File: src/rtl/video_pkg.sv
`default_nettype none
// ============================================================================
// Module      : video_pkg
// Description : Shared timing defaults (640x480@60), FIFO entry layout and
//               lock state encoding for the video output path.
// Revision    : 1.0 - initial release
// ============================================================================
package video_pkg;

    // 640x480@60 raster defaults
    localparam int c_h_active   = 640;
    localparam int c_h_fp       = 16;
    localparam int c_h_sync     = 96;
    localparam int c_h_bp       = 48;
    localparam int c_v_active   = 480;
    localparam int c_v_fp       = 10;
    localparam int c_v_sync     = 2;
    localparam int c_v_bp       = 33;
    localparam bit c_hsync_pol  = 1'b0;
    localparam bit c_vsync_pol  = 1'b0;
    localparam int c_fifo_depth = 32;

    // One buffered stream beat: start-of-frame, end-of-line, {B,G,R}
    typedef struct packed {
        logic        sof;
        logic        eol;
        logic [23:0] rgb;
    } fifo_entry_t;

    localparam int c_entry_w = $bits(fifo_entry_t);

    typedef enum logic [1:0] {
        UNLOCKED   = 2'd0,
        WAIT_FRAME = 2'd1,
        LOCKED     = 2'd2
    } state_t;

endpackage
`default_nettype wire

File: src/rtl/video_stream_out_if.sv
`default_nettype none
// ============================================================================
// Module      : video_stream_out_if
// Description : AXI4-Stream video beat bundle (tuser = SOF, tlast = EOL).
// Revision    : 1.0 - initial release
// ============================================================================
interface video_stream_out_if;
    logic [31:0] tdata;
    logic        tvalid;
    logic        tready;
    logic        tuser;
    logic        tlast;

    modport master (output tdata, tvalid, tuser, tlast, input tready);
    modport slave  (input tdata, tvalid, tuser, tlast, output tready);
endinterface
`default_nettype wire

File: src/rtl/sync_fifo.sv
`default_nettype none
// ============================================================================
// Module      : sync_fifo
// Description : Single-clock first-word-fall-through FIFO. Head entry is
//               presented combinationally; a push into an empty FIFO becomes
//               visible on the following cycle. DEPTH must be a power of two.
// Revision    : 1.0 - initial release
// ============================================================================
module sync_fifo #(
    parameter int WIDTH = 26,
    parameter int DEPTH = 32
) (
    input  wire logic                     m_axis_vid_aclk,
    input  wire logic                     aresetn,
    input  wire logic                     i_wr_en,
    input  wire logic [WIDTH-1:0]         i_wr_data,
    input  wire logic                     i_rd_en,
    output logic      [WIDTH-1:0]         o_rd_data,
    output logic                          o_full,
    output logic                          o_empty,
    output logic      [$clog2(DEPTH):0]   o_count
);
    localparam int c_aw = $clog2(DEPTH);

    logic [WIDTH-1:0] r_mem [DEPTH];
    logic [c_aw-1:0]  r_wr_ptr;
    logic [c_aw-1:0]  r_rd_ptr;
    logic [c_aw:0]    r_count;
    logic             w_push;
    logic             w_pop;

    assign w_push    = i_wr_en && !o_full;
    assign w_pop     = i_rd_en && !o_empty;
    assign o_full    = (r_count == (c_aw+1)'(DEPTH));
    assign o_empty   = (r_count == '0);
    assign o_count   = r_count;
    assign o_rd_data = r_mem[r_rd_ptr];

    // Pointer and occupancy bookkeeping; pointers wrap naturally at DEPTH
    always_ff @(posedge m_axis_vid_aclk) begin
        if (!aresetn) begin
            r_wr_ptr <= '0;
            r_rd_ptr <= '0;
            r_count  <= '0;
        end else begin
            if (w_push) r_wr_ptr <= r_wr_ptr + c_aw'(1);
            if (w_pop)  r_rd_ptr <= r_rd_ptr + c_aw'(1);
            r_count <= r_count + {{c_aw{1'b0}}, w_push} - {{c_aw{1'b0}}, w_pop};
        end
    end

    // Storage array, written on accepted pushes only
    always_ff @(posedge m_axis_vid_aclk) begin
        if (w_push) r_mem[r_wr_ptr] <= i_wr_data;
    end

endmodule
`default_nettype wire

File: src/rtl/video_stream_out.sv
`default_nettype none
// ============================================================================
// Module      : video_stream_out
// Description : Generates VGA/DVI raster timing and locks an AXI4-Stream
//               video source to it, one beat per active pixel. Recovers from
//               underflow and SOF/EOL misalignment by relocking on next SOF.
// Revision    : 1.0 - initial release
// ============================================================================
module video_stream_out
    import video_pkg::*;
#(
    parameter int H_ACTIVE   = c_h_active,
    parameter int H_FP       = c_h_fp,
    parameter int H_SYNC     = c_h_sync,
    parameter int H_BP       = c_h_bp,
    parameter int V_ACTIVE   = c_v_active,
    parameter int V_FP       = c_v_fp,
    parameter int V_SYNC     = c_v_sync,
    parameter int V_BP       = c_v_bp,
    parameter bit HSYNC_POL  = c_hsync_pol,
    parameter bit VSYNC_POL  = c_vsync_pol,
    parameter int FIFO_DEPTH = c_fifo_depth
) (
    input  wire logic         m_axis_vid_aclk,
    input  wire logic         aresetn,
    video_stream_out_if.slave s_axis_vid,
    output logic              vid_hsync,
    output logic              vid_vsync,
    output logic              vid_de,
    output logic [23:0]       vid_data,
    output logic              locked,
    output logic              underflow,
    output logic              sync_err
);
    localparam int          c_cnt_w    = $clog2(FIFO_DEPTH) + 1;
    localparam logic [11:0] c_h_act    = 12'(H_ACTIVE);
    localparam logic [11:0] c_h_total  = 12'(H_ACTIVE + H_FP + H_SYNC + H_BP);
    localparam logic [11:0] c_hs_start = 12'(H_ACTIVE + H_FP);
    localparam logic [11:0] c_hs_end   = 12'(H_ACTIVE + H_FP + H_SYNC);
    localparam logic [11:0] c_v_act    = 12'(V_ACTIVE);
    localparam logic [11:0] c_v_total  = 12'(V_ACTIVE + V_FP + V_SYNC + V_BP);
    localparam logic [11:0] c_vs_start = 12'(V_ACTIVE + V_FP);
    localparam logic [11:0] c_vs_end   = 12'(V_ACTIVE + V_FP + V_SYNC);

    logic [11:0]          r_h_cnt;
    logic [11:0]          r_v_cnt;
    state_t               r_state;
    state_t               w_state_nxt;
    fifo_entry_t          w_wr_entry;
    fifo_entry_t          w_head;
    logic [c_entry_w-1:0] w_head_bits;
    logic                 w_full;
    logic                 w_empty;
    logic                 w_pop;
    logic [c_cnt_w-1:0]   w_fifo_count;
    logic                 w_active;
    logic                 w_hs_act;
    logic                 w_vs_act;
    logic                 w_frame_end;
    logic                 w_line_end;
    logic                 w_origin;
    logic                 w_underflow_evt;
    logic                 w_sync_evt;
    logic [23:0]          w_pix;
    logic                 w_unused;

    // Upper tdata byte is padding and the occupancy count is not needed here
    assign w_unused = ^{s_axis_vid.tdata[31:24], w_fifo_count};

    assign w_wr_entry        = {s_axis_vid.tuser, s_axis_vid.tlast, s_axis_vid.tdata[23:0]};
    assign w_head            = w_head_bits;
    assign s_axis_vid.tready = !w_full;

    sync_fifo #(
        .WIDTH (c_entry_w),
        .DEPTH (FIFO_DEPTH)
    ) u_fifo (
        .m_axis_vid_aclk (m_axis_vid_aclk),
        .aresetn         (aresetn),
        .i_wr_en         (s_axis_vid.tvalid),
        .i_wr_data       (w_wr_entry),
        .i_rd_en         (w_pop),
        .o_rd_data       (w_head_bits),
        .o_full          (w_full),
        .o_empty         (w_empty),
        .o_count         (w_fifo_count)
    );

    // Free-running raster position: h wraps every line, v advances on h wrap
    always_ff @(posedge m_axis_vid_aclk) begin
        if (!aresetn) begin
            r_h_cnt <= '0;
            r_v_cnt <= '0;
        end else if (r_h_cnt == c_h_total - 12'd1) begin
            r_h_cnt <= '0;
            r_v_cnt <= (r_v_cnt == c_v_total - 12'd1) ? 12'd0 : r_v_cnt + 12'd1;
        end else begin
            r_h_cnt <= r_h_cnt + 12'd1;
        end
    end

    // Raster decode of the current counter position
    always_comb begin
        w_active    = (r_h_cnt < c_h_act) && (r_v_cnt < c_v_act);
        w_hs_act    = (r_h_cnt >= c_hs_start) && (r_h_cnt < c_hs_end);
        w_vs_act    = (r_v_cnt >= c_vs_start) && (r_v_cnt < c_vs_end);
        w_frame_end = (r_h_cnt == c_h_total - 12'd1) && (r_v_cnt == c_v_total - 12'd1);
        w_line_end  = (r_h_cnt == c_h_act - 12'd1);
        w_origin    = (r_h_cnt == 12'd0) && (r_v_cnt == 12'd0);
    end

    // Lock state register
    always_ff @(posedge m_axis_vid_aclk) begin
        if (!aresetn) r_state <= UNLOCKED;
        else          r_state <= w_state_nxt;
    end

    // Lock FSM: hunt for SOF, align it to the frame boundary, then consume one
    // beat per active pixel and drop lock on any underflow or framing error
    always_comb begin
        w_state_nxt     = r_state;
        w_pop           = 1'b0;
        w_underflow_evt = 1'b0;
        w_sync_evt      = 1'b0;
        w_pix           = 24'd0;
        case (r_state)
            UNLOCKED: begin
                if (!w_empty) begin
                    if (w_head.sof) w_state_nxt = WAIT_FRAME;
                    else            w_pop       = 1'b1;
                end
            end
            WAIT_FRAME: begin
                if (w_frame_end) w_state_nxt = LOCKED;
            end
            LOCKED: begin
                if (w_active) begin
                    if (w_empty) begin
                        w_underflow_evt = 1'b1;
                        w_state_nxt     = UNLOCKED;
                    end else begin
                        w_pop = 1'b1;
                        w_pix = w_head.rgb;
                        if ((w_head.sof != w_origin) || (w_head.eol != w_line_end)) begin
                            w_sync_evt  = 1'b1;
                            w_state_nxt = UNLOCKED;
                        end
                    end
                end
            end
            default: w_state_nxt = UNLOCKED;
        endcase
    end

    // Registered video outputs and status flags, one cycle behind the counters
    always_ff @(posedge m_axis_vid_aclk) begin
        if (!aresetn) begin
            vid_hsync <= ~HSYNC_POL;
            vid_vsync <= ~VSYNC_POL;
            vid_de    <= 1'b0;
            vid_data  <= 24'd0;
            locked    <= 1'b0;
            underflow <= 1'b0;
            sync_err  <= 1'b0;
        end else begin
            vid_hsync <= w_hs_act ? HSYNC_POL : ~HSYNC_POL;
            vid_vsync <= w_vs_act ? VSYNC_POL : ~VSYNC_POL;
            vid_de    <= w_active;
            vid_data  <= w_pix;
            locked    <= (w_state_nxt == LOCKED);
            underflow <= underflow | w_underflow_evt;
            sync_err  <= sync_err | w_sync_evt;
        end
    end

endmodule
`default_nettype wire

File: src/flat_wrapper.sv
// flat-port wrapper written by rule: the top's interface ports become plain ports
module video_stream_out_flat import video_pkg::*;
#(
    parameter int H_ACTIVE   = c_h_active,
    parameter int H_FP       = c_h_fp,
    parameter int H_SYNC     = c_h_sync,
    parameter int H_BP       = c_h_bp,
    parameter int V_ACTIVE   = c_v_active,
    parameter int V_FP       = c_v_fp,
    parameter int V_SYNC     = c_v_sync,
    parameter int V_BP       = c_v_bp,
    parameter bit HSYNC_POL  = c_hsync_pol,
    parameter bit VSYNC_POL  = c_vsync_pol,
    parameter int FIFO_DEPTH = c_fifo_depth
)
  (m_axis_vid_aclk, aresetn, vid_hsync, vid_vsync, vid_de, vid_data, locked, underflow, sync_err, s_axis_vid_tdata, s_axis_vid_tvalid, s_axis_vid_tuser, s_axis_vid_tlast, s_axis_vid_tready);
  video_stream_out_if s_axis_vid_i ();
  input  wire logic m_axis_vid_aclk;
  input  wire logic aresetn;
  output logic vid_hsync;
  output logic vid_vsync;
  output logic vid_de;
  output logic [23:0] vid_data;
  output logic locked;
  output logic underflow;
  output logic sync_err;
  input wire logic [$bits(s_axis_vid_i.tdata)-1:0] s_axis_vid_tdata;
  input wire logic [$bits(s_axis_vid_i.tvalid)-1:0] s_axis_vid_tvalid;
  input wire logic [$bits(s_axis_vid_i.tuser)-1:0] s_axis_vid_tuser;
  input wire logic [$bits(s_axis_vid_i.tlast)-1:0] s_axis_vid_tlast;
  output wire logic [$bits(s_axis_vid_i.tready)-1:0] s_axis_vid_tready;
  assign s_axis_vid_i.tdata = s_axis_vid_tdata;
  assign s_axis_vid_i.tvalid = s_axis_vid_tvalid;
  assign s_axis_vid_i.tuser = s_axis_vid_tuser;
  assign s_axis_vid_i.tlast = s_axis_vid_tlast;
  assign s_axis_vid_tready = s_axis_vid_i.tready;
  video_stream_out #(.H_ACTIVE(H_ACTIVE), .H_FP(H_FP), .H_SYNC(H_SYNC), .H_BP(H_BP), .V_ACTIVE(V_ACTIVE), .V_FP(V_FP), .V_SYNC(V_SYNC), .V_BP(V_BP), .HSYNC_POL(HSYNC_POL), .VSYNC_POL(VSYNC_POL), .FIFO_DEPTH(FIFO_DEPTH)) u_core (.m_axis_vid_aclk(m_axis_vid_aclk), .aresetn(aresetn), .s_axis_vid(s_axis_vid_i), .vid_hsync(vid_hsync), .vid_vsync(vid_vsync), .vid_de(vid_de), .vid_data(vid_data), .locked(locked), .underflow(underflow), .sync_err(sync_err));
endmodule
File: config.mk
export PLATFORM = sky130hd
export DESIGN_NAME = video_stream_out_flat
export DESIGN_NICKNAME = d
export VERILOG_FILES = /design/src/rtl/video_pkg.sv /design/src/rtl/video_stream_out_if.sv /design/src/rtl/sync_fifo.sv /design/src/rtl/video_stream_out.sv /design/src/flat_wrapper.sv
export SDC_FILE = /design/constraint.sdc
export NUM_CORES = 1
export LEC_CHECK = 0
export BUFFER_PORTS_ARGS = -buffer_cell sky130_fd_sc_hd__buf_2
export CORE_MARGIN = 1
export CORE_UTILIZATION = 40
export CTS_CLUSTER_DIAMETER = 150
export DETAILED_ROUTE_END_ITERATION = 10
export SYNTH_ARGS = -nofsm -noshare
export SYNTH_HDL_FRONTEND = slang
export SYNTH_HIERARCHICAL = 1
export SYNTH_SLANG_ARGS = --single-unit
File: constraint.sdc
create_clock -name m_axis_vid_aclk -period 9.7 [get_ports m_axis_vid_aclk]
set_clock_uncertainty 0.05 [all_clocks]
set_input_delay 1.455 -clock m_axis_vid_aclk [delete_from_list [all_inputs] [get_ports m_axis_vid_aclk]]
set_output_delay 1.455 -clock m_axis_vid_aclk [all_outputs]
set_load 0.02 [all_outputs]
==> impl_metrics.py <==
metrics = {
    "place": {
        "detailed_place_hpwl_um": 42600,
        "portBuffers": 59,
        "gp_routability_congestion": 0.766,
        "post-place-ws_ns": 4.09,
        "dpl_cell_area_um2": 36800,
    },
    "detailed_routing": {
        "viasPerCell": 5.62,
        "postRouteWirelength_um": 84700,
        "routed-via-count": 18000,
        "number_of_search_and_repair_iterations_in_the_first_detailed_routing_pass": 5,
        "ant_nets": 0,
        "detailedRoute.firstIterationViolations": 1557,
        "total_drc_errors_in_the_routed_layout": 0,
        "post_drt_wl_per_cell_um": 26.5,
    },
    "sta": {
        "final-max-slew-violation-count": 0,
        "setup-tns-final_ns": 0,
        "timing_worst_slew_pin_value_ns": 1.18,
        "rsz0062_at_grt": "no",
        "minimum_clock_period_ns": 5.42,
        "maxSlewHeadroom_pct": 21.3,
        "timing.final.crit_share_pct": 55.9,
        "fin_ws_ns": 4.28,
        "timing_hold_violations_final": 0,
        "clock.fmax_mhz": 184,
        "setup_violations": 0,
    },
    "clock_network": {
        "tritoncts_clock_tree": "done",
        "worst_setup_hold_path_clk_slew_ns": 0.06,
        "cts-htree-levels": 3,
        "clock_tree.root_cell": "sky130_fd_sc_hd__clkbuf_16",
        "cts_hold_buf": 0,
        "cts_num_sinks": 909,
        "ctsLongestPathBuffers": 3,
        "inserted_clock_buffers": 91,
        "post_cts.repair.setup_buffers": 0,
        "worst_skew_pair.late_latency_ns": 0.66,
        "post_cts_resize_count": 0,
    },
    "cells_and_area": {
        "num-nets-final": 2022,
        "finalCoreUtilization_pct": 45.9,
        "multi_input_area_um2": 8110,
        "fill_cells": 7205,
        "final_layout_size_suffix_gt1_share_pct": 19.3,
        "syn_to_final_growth_pct": 13.8,
        "post-route-cell-area_um2": 39800,
        "layout.cells.most_common_list": "832 x sky130_fd_sc_hd__edfxtp_1, 208 x sky130_fd_sc_hd__mux2i_1, 157 x sky130_fd_sc_hd__a22oi_1",
        "register_area_um2": 26500,
        "most_common_cell_after_layout_fill_and_taps_aside": "sky130_fd_sc_hd__edfxtp_1",
    },
    "floorplan": {
        "rows": 108,
        "die_area_um2": 88600,
        "fp.dieH_um": 298,
        "initial_cell_density_of_the_core_pct": 40.4,
        "die_x_um": 298,
        "coreArea_um2": 86600,
        "ios": 68,
    },
    "grt": {
        "grt_remaining_overflow": 0,
        "maximum_number_of_pins_on_one_net_before_global_route_repair": 157,
        "grt_first_pass_wirelength_um": 121000,
        "grt_antenna_before_repair": 7,
        "number_of_global_route_vias_before_repair": 18200,
        "grt_util_all_layers_pct": 18.9,
    },
    "power": {
        "post-layout-total-power_mw": 8.63,
        "irDropWorstVdd_mv": 0.131,
        "power.leakage_nw": 12.2,
        "pwr_density_cell_nw_per_um2": 217,
    },
    "run": {
        "drv_cap": 0,
    },
    "worst_setup_path": {
        "timing.reg2reg.worst_path_depth": 18,
        "top_cell_by_count_worst_path": "sky130_fd_sc_hd__inv_1",
        "regToRegSetupSlack_ns": 4.28,
        "req_time_crit_path_ns": 10.15,
        "end_kind": "flop",
        "r2r-end": "u_core/u_fifo/o_count[4]$_SDFF_PN0_",
        "critical_path_peak_fanout": 47,
        "critical_path_class": "flop to flop",
        "slowest_stage": "sky130_fd_sc_hd__buf_4",
        "worstPathArrival_ns": 5.87,
        "worst_path_cell_trace": "buf_4 -> mux4_2 -> a22oi_1 -> nand4_1 -> nor2_1 -> a21oi_1 -> nor3_1 -> nand2_1 -> inv_1 -> ha_1 -> inv_1 -> ha_1 -> inv_1 -> fa_1 -> nand2b_1 -> a21oi_1 -> o21a_1 -> nor3_1",
        "cpPeakStageDelay_ns": 0.88,
        "timing.critical_path.from_type": "flop",
    },
    "yosys": {
        "synth.ff_latch_count": 909,
        "part_of_the_yosys_area_used_for_sequential_elements_pct": 75.9,
        "prevailing_post_synth_register_cell": "sky130_fd_sc_hd__edfxtp_1",
        "postSynth.asyncResetShare_pct": 0,
        "synth_nets": 1926,
        "post_synth.cell_area_avg_um2": 18.7,
        "synth.yosys.warnings": 6,
        "synth-edff-count": 832,
        "synth.lib_cells_used.distinct": 53,
        "post_synth_inst_count": 1870,
        "netlist_area_um2": 35000,
    },
    "worst_hold_path": {
        "hold_path.startpoint": "u_core/sync_err$_SDFF_PN0_",
        "worst_hold_endpoint": "u_core/sync_err$_SDFF_PN0_",
        "timing.hold.worst.class": "flop to flop",
        "hold_path_depth": 1,
    },
    "outcome": {
        "result_of_the_run": "complete, no violations",
    },
}
## Yosys cell counts, types with 5 or more instances
library cell,n,area [um^2]
sky130_fd_sc_hd__nand4_1,34,213
sky130_fd_sc_hd__nor3_1,8,40.0
sky130_fd_sc_hd__nor2b_1,5,31.3
sky130_fd_sc_hd__xnor2_1,8,70.1
sky130_fd_sc_hd__buf_2,56,280
sky130_fd_sc_hd__a21oi_1,7,35.0
sky130_fd_sc_hd__and3_1,32,200
sky130_fd_sc_hd__nand2_1,21,78.8
sky130_fd_sc_hd__nand3_1,71,355
sky130_fd_sc_hd__inv_1,23,86.3
sky130_fd_sc_hd__nand2b_1,5,31.3
sky130_fd_sc_hd__edfxtp_1,832,25000
sky130_fd_sc_hd__xor2_1,20,175
sky130_fd_sc_hd__and2_1,9,56.3
sky130_fd_sc_hd__a22oi_1,157,1180
sky130_fd_sc_hd__or3_1,5,31.3
sky130_fd_sc_hd__mux4_2,104,2340
sky130_fd_sc_hd__clkbuf_1,35,131
sky130_fd_sc_hd__buf_4,6,45.0
sky130_fd_sc_hd__ha_1,18,225
sky130_fd_sc_hd__mux2i_1,208,2080
sky130_fd_sc_hd__dfxtp_1,77,1540
sky130_fd_sc_hd__nor2_1,76,285
## registers in the layout, indices dropped and copies added, names as in the netlist, 2 cells and up, named ones only
register,cells
u_core/r_state,2
u_core/r_h_cnt,12
u_core/u_fifo/r_mem,832
u_core/vid_data,24
u_core/u_fifo/r_wr_ptr,5
u_core/u_fifo/r_rd_ptr,5
u_core/u_fifo/o_count,6
u_core/r_v_cnt,12
## worst max path at each step
stage                                               end  slack (ns)
floorplan           u_core/u_fifo/o_count[4]$_SDFF_PN0_        6.01
global placement    u_core/u_fifo/o_count[4]$_SDFF_PN0_        4.13
detailed placement  u_core/u_fifo/o_count[4]$_SDFF_PN0_        4.09
CTS                 u_core/u_fifo/o_count[4]$_SDFF_PN0_        4.08
global route        u_core/u_fifo/o_count[4]$_SDFF_PN0_        3.64
finish              u_core/u_fifo/o_count[4]$_SDFF_PN0_        4.28
## power by group
group | switching (mW) | internal, mW | leakage (nW)
Combinational | 0.476 | 0.305 | 2.63
Sequential | 0.0495 | 4.35 | 8.12
Clock | 1.45 | 2.00 | 1.43
Total | 1.98 | 6.65 | 12.2
## cell type report
type / instances / area share [%]
inverters: 23 / 0.217
clock inverters: 54 / 1.35
repair buffers: 107 / 1.68
flip-flops and latches: 909 / 66.7
multi-input cells: 834 / 20.4
diodes: 1 / 0.00629
clock buffers: 114 / 6.02
well taps: 1155 / 3.63
## through the flow
| stage | instances | hold WS [ns] |
|---|---|---|
| after floorplan | 1870 | 0.391 |
| after global placement | 3028 | 0.406 |
| after detailed placement | 3028 | 0.415 |
| after CTS | 3196 | 0.431 |
| after global routing | 3196 | 0.462 |
| final | 3197 | 0.423 |
## worst max-delay path: cells and delay by family, from the launching register on
family / cells / cell delay (ns)
AND/OR/NAND/NOR: 6 / 1.36
buffers and inverters: 4 / 1.09
flip-flops: 1 / 0.82
adder cells (fa/ha/maj): 3 / 0.77
multiplexers: 1 / 0.60
AO/OA/AOI/OAI: 4 / 0.57
## routing by layer
layer  global-route usage, %  vias to the layer above  wire, um
met3                    2.78                      104      4970
met5                       0                        -        30
met2                    32.7                      542     42900
met1                    24.8                     9568     35200
li1                        -                     7752         -
met4                    5.54                        6      1580
## logic make-up (layout without fill, tap and decap cells)
family / count (synthesis) / after routing / share of synthesized area [%]
buffers and inverters: 127 / 298 / 1.75
xor gates and xnor gates: 28 / 28 / 0.702
muxes: 312 / 312 / 12.7
other: 0 / 1 / 0
and+or+nand+nor: 292 / 292 / 4.45
adders and majority gates: 19 / 19 / 0.702
DFF: 909 / 909 / 75.9
AOI/OAI and AO/OA: 183 / 183 / 3.84
Power figures use the tool's default switching activity.
